===== src/rtl/wptr_full_ctrl.sv =====
// Write-side pointer, read-pointer synchronizer and full/half/occupancy/overflow
// flag generator for the w_clk domain of a dual-clock FIFO.
module wptr_full_ctrl #(
  parameter int A_Size  = 8,
  parameter int HALF_TH = 2**(A_Size-1)
) (
  input  logic              w_clk,
  input  logic              w_rst,
  input  logic              w_inc,
  input  logic [A_Size:0]   r_ptr_gray,
  output logic [A_Size:0]   waddr,
  output logic [A_Size:0]   w_ptr_gray,
  output logic              wfull,
  output logic              hfull,
  output logic [A_Size:0]   wcount,
  output logic              wovf
);

  localparam int PW = A_Size + 1;

  logic [A_Size:0] waddr_q,  waddr_d;
  logic [A_Size:0] wgray_q,  wgray_d;
  logic [A_Size:0] rq1_q,    rq1_d;
  logic [A_Size:0] rq2_q,    rq2_d;
  logic            wfull_q,  wfull_d;
  logic            hfull_q,  hfull_d;
  logic [A_Size:0] wcount_q, wcount_d;
  logic            wovf_q,   wovf_d;

  logic            wr_ok;
  logic [A_Size:0] rbin_sync;
  logic [A_Size:0] occ;

  // Handshake: w_inc is a valid with no stall, !wfull acts as ready; a write
  // transfers on a rising edge where w_inc & !wfull, and the memory uses the
  // same wr_ok term as its write enable.
  always_comb begin
    wr_ok   = w_inc & ~wfull_q;
    waddr_d = waddr_q + {{A_Size{1'b0}}, wr_ok};
    wgray_d = (waddr_d >> 1) ^ waddr_d;

    rq1_d = r_ptr_gray;
    rq2_d = rq1_q;

    rbin_sync         = '0;
    rbin_sync[A_Size] = rq2_q[A_Size];
    for (int i = A_Size - 1; i >= 0; i--) begin
      rbin_sync[i] = rbin_sync[i+1] ^ rq2_q[i];
    end

    // Stale synchronized read pointer can only overstate occupancy.
    occ      = waddr_d - rbin_sync;
    wcount_d = occ;
    hfull_d  = (occ >= PW'(HALF_TH));
    wfull_d  = (wgray_d == {~rq2_q[A_Size:A_Size-1], rq2_q[A_Size-2:0]});
    wovf_d   = wovf_q | (w_inc & wfull_q);
  end

  always_ff @(posedge w_clk or negedge w_rst) begin
    if (!w_rst) begin
      waddr_q  <= '0;
      wgray_q  <= '0;
      rq1_q    <= '0;
      rq2_q    <= '0;
      wfull_q  <= 1'b0;
      hfull_q  <= 1'b0;
      wcount_q <= '0;
      wovf_q   <= 1'b0;
    end else begin
      waddr_q  <= waddr_d;
      wgray_q  <= wgray_d;
      rq1_q    <= rq1_d;
      rq2_q    <= rq2_d;
      wfull_q  <= wfull_d;
      hfull_q  <= hfull_d;
      wcount_q <= wcount_d;
      wovf_q   <= wovf_d;
    end
  end

  assign waddr      = waddr_q;
  assign w_ptr_gray = wgray_q;
  assign wfull      = wfull_q;
  assign hfull      = hfull_q;
  assign wcount     = wcount_q;
  assign wovf       = wovf_q;

endmodule


===== config.mk =====
export PLATFORM = sky130hd
export DESIGN_NAME = wptr_full_ctrl
export DESIGN_NICKNAME = d
export VERILOG_FILES = /design/src/rtl/wptr_full_ctrl.sv
export SDC_FILE = /design/constraint.sdc
export NUM_CORES = 1
export LEC_CHECK = 0
export ABC_CLOCK_PERIOD_IN_PS = 5800
export CAP_MARGIN = 20
export CORE_ASPECT_RATIO = 1.25
export CORE_MARGIN = 3
export CORE_UTILIZATION = 49
export CTS_BUF_LIST = sky130_fd_sc_hd__clkbuf_16
export DETAILED_ROUTE_END_ITERATION = 10
export GPL_TIMING_DRIVEN = 0
export PLACE_DENSITY = 0.76
export SLEW_MARGIN = 20
export SYNTH_ARGS = -nofsm -noshare
export SYNTH_HDL_FRONTEND = slang
export SYNTH_SLANG_ARGS = --single-unit

===== constraint.sdc =====
create_clock -name w_clk -period 5.8 [get_ports w_clk]
set_input_delay 1.74 -clock w_clk [delete_from_list [all_inputs] [get_ports w_clk]]
set_output_delay 1.74 -clock w_clk [all_outputs]
set_load 0.02 [all_outputs]

==> reports/results.txt <==
Status - finished, final reports clean
CP max FO - 4
Lkg Pwr - 1.26 nW
GR Layer Usage met2 - 28.5%
Fillers - 322
Wire per inst - 13.6 microns
EDFF count, synth - 0
Final #Nets - 225
Pre-CTS setup slack - 816 ps
Bufs and invs on worst path - 2
R2R Path End - hfull
CTS root buffer - clkbuf_16
F_max - 212 MHz
# diodes - 0
Setup TNS Final - 0 ps
Area contributors post-synth - dfrtp_1, xor2_1, ha_1
Part of the cycle the worst path needs - 81.3%
Clk sinks - 47
Die ar. - 0.00513 sq mm
Synth top area share - 55.9%
Primary FF master, synth - dfrtp_1
Most numerous cell in the Yosys netlist - dfrtp_1
H-tree Lvls - 2
CTS tree - done
Die Ht - 79.3 microns
First-pass GRT wire length - 6.17 mm
Max Slew Vio Count - 0
Rel. slew slack - 70.2%
Crit-path slowest cell - clkdlybuf4s50_1
Unrepaired setup endpoints after global routing - no
Initial antenna violation count - 0
Crit-path leading delay family - simple AND/OR/NAND/NOR gates
Cell count after synthesis - 153
Clk slew on worst S/H paths - 60 ps
Critical Path Start Type - primary input
Ratio of cells with drive above 1 in the final layout - 9.85%
Avg Inst Size Synth - 13.8 sq um
Critical hold path startpoint - rq1_q[1]
Hold endpoint - rq2_q[1]
Yosys top cell by area - dfrtp_1
Hold-critical path depth - 0
Most used routing layer - met2
Met3 Use GR - 4.38%
Async SR Flop Fraction - 100%
Fin worst setup slack - 1080 ps
Max_cap viols - 0
Total GRT Usage - 16.3%
Core ar. - 0.00410 sq mm
Rows - 26
FF-to-FF setup slack - 2030 ps
Pin count of the biggest net entering global routing - 32
Netlist Area Pre-Place - 0.00211 sq mm
Post-synthesis net count - 176
I/O Pins - 42
Detailed-placement wirelength estimate - 2.71 mm
Most common cell on crit path - ha_1
Post-CTS Hold Fix Bufs - 0
Fin. Hold Viols - 0
CP arrival - 4870 ps
Critical path type - in -> reg
Cts repair resizes - 0
DIE WIDTH - 64.6 microns
Total gr overflow - 0
Distinct cells, synth - 36
Vias in the first global route - 1315
Starting DRT DRC Count - 80
Crit path largest cell delay - 470 ps
Worst r2r src - rq2_q[8]
DRT antenna net count - 0
Input/output buffers - 41
#FFs+latches synth - 47
CP required - 5960 ps
R2r worst-path depth - 15
CP Cell Sequence - clkdlybuf4s50_1, nor2b_1, ha_1, ha_1, nand3_1, xor2_2, inv_1, ha_1, or3_1, o21bai_1, a31oi_1, xnor2_1, or2_1
Setup violators final - 0
Slew of the pin with the lowest slew margin - 446 ps
Worst-skew pair later-pin latency - 280 ps
Worst Skew - 4.44 ps
CTS Buf Count - 5
Clk buf depth - 2
Peak supply drop - 0.287 mV
Pwr dens - 558 mW/mm^2
RePlAce Congestion - 0.773
Postcts setup bufs - 0
Most instantiated cells after synthesis - dfrtp_1, xor2_1, inv_1, xnor2_1, ha_1
Vias - 1236
Vias per inst - 4.77
Fin util - 66.8%
WL final - 3.52 mm
Initial cell density of the core - 51.4%
Crit end category - flip-flop
Met1 usage - 18.2%
Yosys warns - 0
Post-synthesis sequential area ratio - 55.9%
Hold WC Path Type - reg -> reg
Post-route minimum period - 4720 ps
1st-pass router iterations - 4
Synth-to-Final Area Change - 30.0%
# DRC - 0
[metrics by stage]
stage,power [mW],hold WS [ps],area (sq um),instances
finish,1.53,347,2740,259
global route,1.65,352,2740,259
CTS,1.55,349,2740,259
detailed placement,1.28,336,2600,251
global placement,1.25,331,2590,250
floorplan,0.998,331,2110,153
[worst max path at each step]
stage	cells after the start	slack [ps]	end	from
2_1_floorplan	12	1600	hfull	w_inc
3_3_place_gp	13	840	hfull	w_inc
3_5_place_dp	13	820	hfull	w_inc
4_1_cts	13	1080	hfull	w_inc
5_1_grt	12	760	hfull	w_inc
6_report	13	1080	hfull	w_inc
[worst reg2reg max path, stage by stage, from the launching register on]
cell	delay, ps
dfrtp_1	450
xnor2_4	260
xor2_4	250
xor2_2	220
xnor2_2	160
xor2_1	340
xnor2_1	180
ha_1	200
inv_1	60
fa_1	410
a21o_1	180
a21oi_1	300
o21bai_1	110
a31oi_1	210
xnor2_1	100
or2_1	240
[cell families (layout without fill, tap and decap cells)]
kind of cell / Yosys count / after routing / share of synthesized area (%)
xor gates and xnor gates: 40 / 40 / 21.1
muxes: 1 / 1 / 0.475
AOI/OAI and AO/OA: 16 / 16 / 5.53
DFF: 47 / 47 / 55.9
and+or+nand+nor: 25 / 25 / 7.67
buffers and inverters: 13 / 63 / 2.50
adders and majority gates: 11 / 11 / 6.89
[where the power goes]
group	total, mW	switching [mW]	internal [mW]
Clock	0.258	0.103	0.155
Combinational	0.789	0.424	0.365
Sequential	0.480	0.0530	0.427
[state kept, by name, indices dropped and copies added (netlist names)]
name        flops
wfull           1
rq1_q           9
hfull           1
wovf            1
rq2_q           9
waddr           9
w_ptr_gray      8
wcount          9
[routing by layer]
metal,up-vias,share of wire [%]
met1,605,38
met5,-,0
met3,8,4.0
li1,594,-
met2,29,56
met4,0,2.0
[final cells by class]
| cell class | instances | area, sq um | share of cell area [%] |
|---|---|---|---|
| sequential | 47 | 1180 | 43.0 |
| multi-input combinational | 93 | 877 | 32.0 |
| timing repair buffer | 42 | 425 | 15.5 |
| clock buffer | 5 | 125 | 4.57 |
| tap | 56 | 70.1 | 2.56 |
| inverter | 12 | 45.0 | 1.65 |
| clock inverter | 3 | 11.3 | 0.411 |
| buffer | 1 | 7.51 | 0.274 |
[layout by cell type (no fill, tap or decap), types with 3 or more instances in the layout]
cell type | Yosys | layout
nor2_1 | 4 | 4
xor2_2 | 4 | 4
clkdlybuf4s50_1 | 0 | 40
ha_1 | 10 | 10
xnor2_1 | 12 | 12
nand3_1 | 4 | 4
clkbuf_16 | 0 | 5
xor2_1 | 20 | 20
dfrtp_1 | 47 | 47
o21a_1 | 3 | 3
and3_1 | 3 | 3
inv_1 | 12 | 13
No activity file was read; power rests on OpenSTA's default activity.
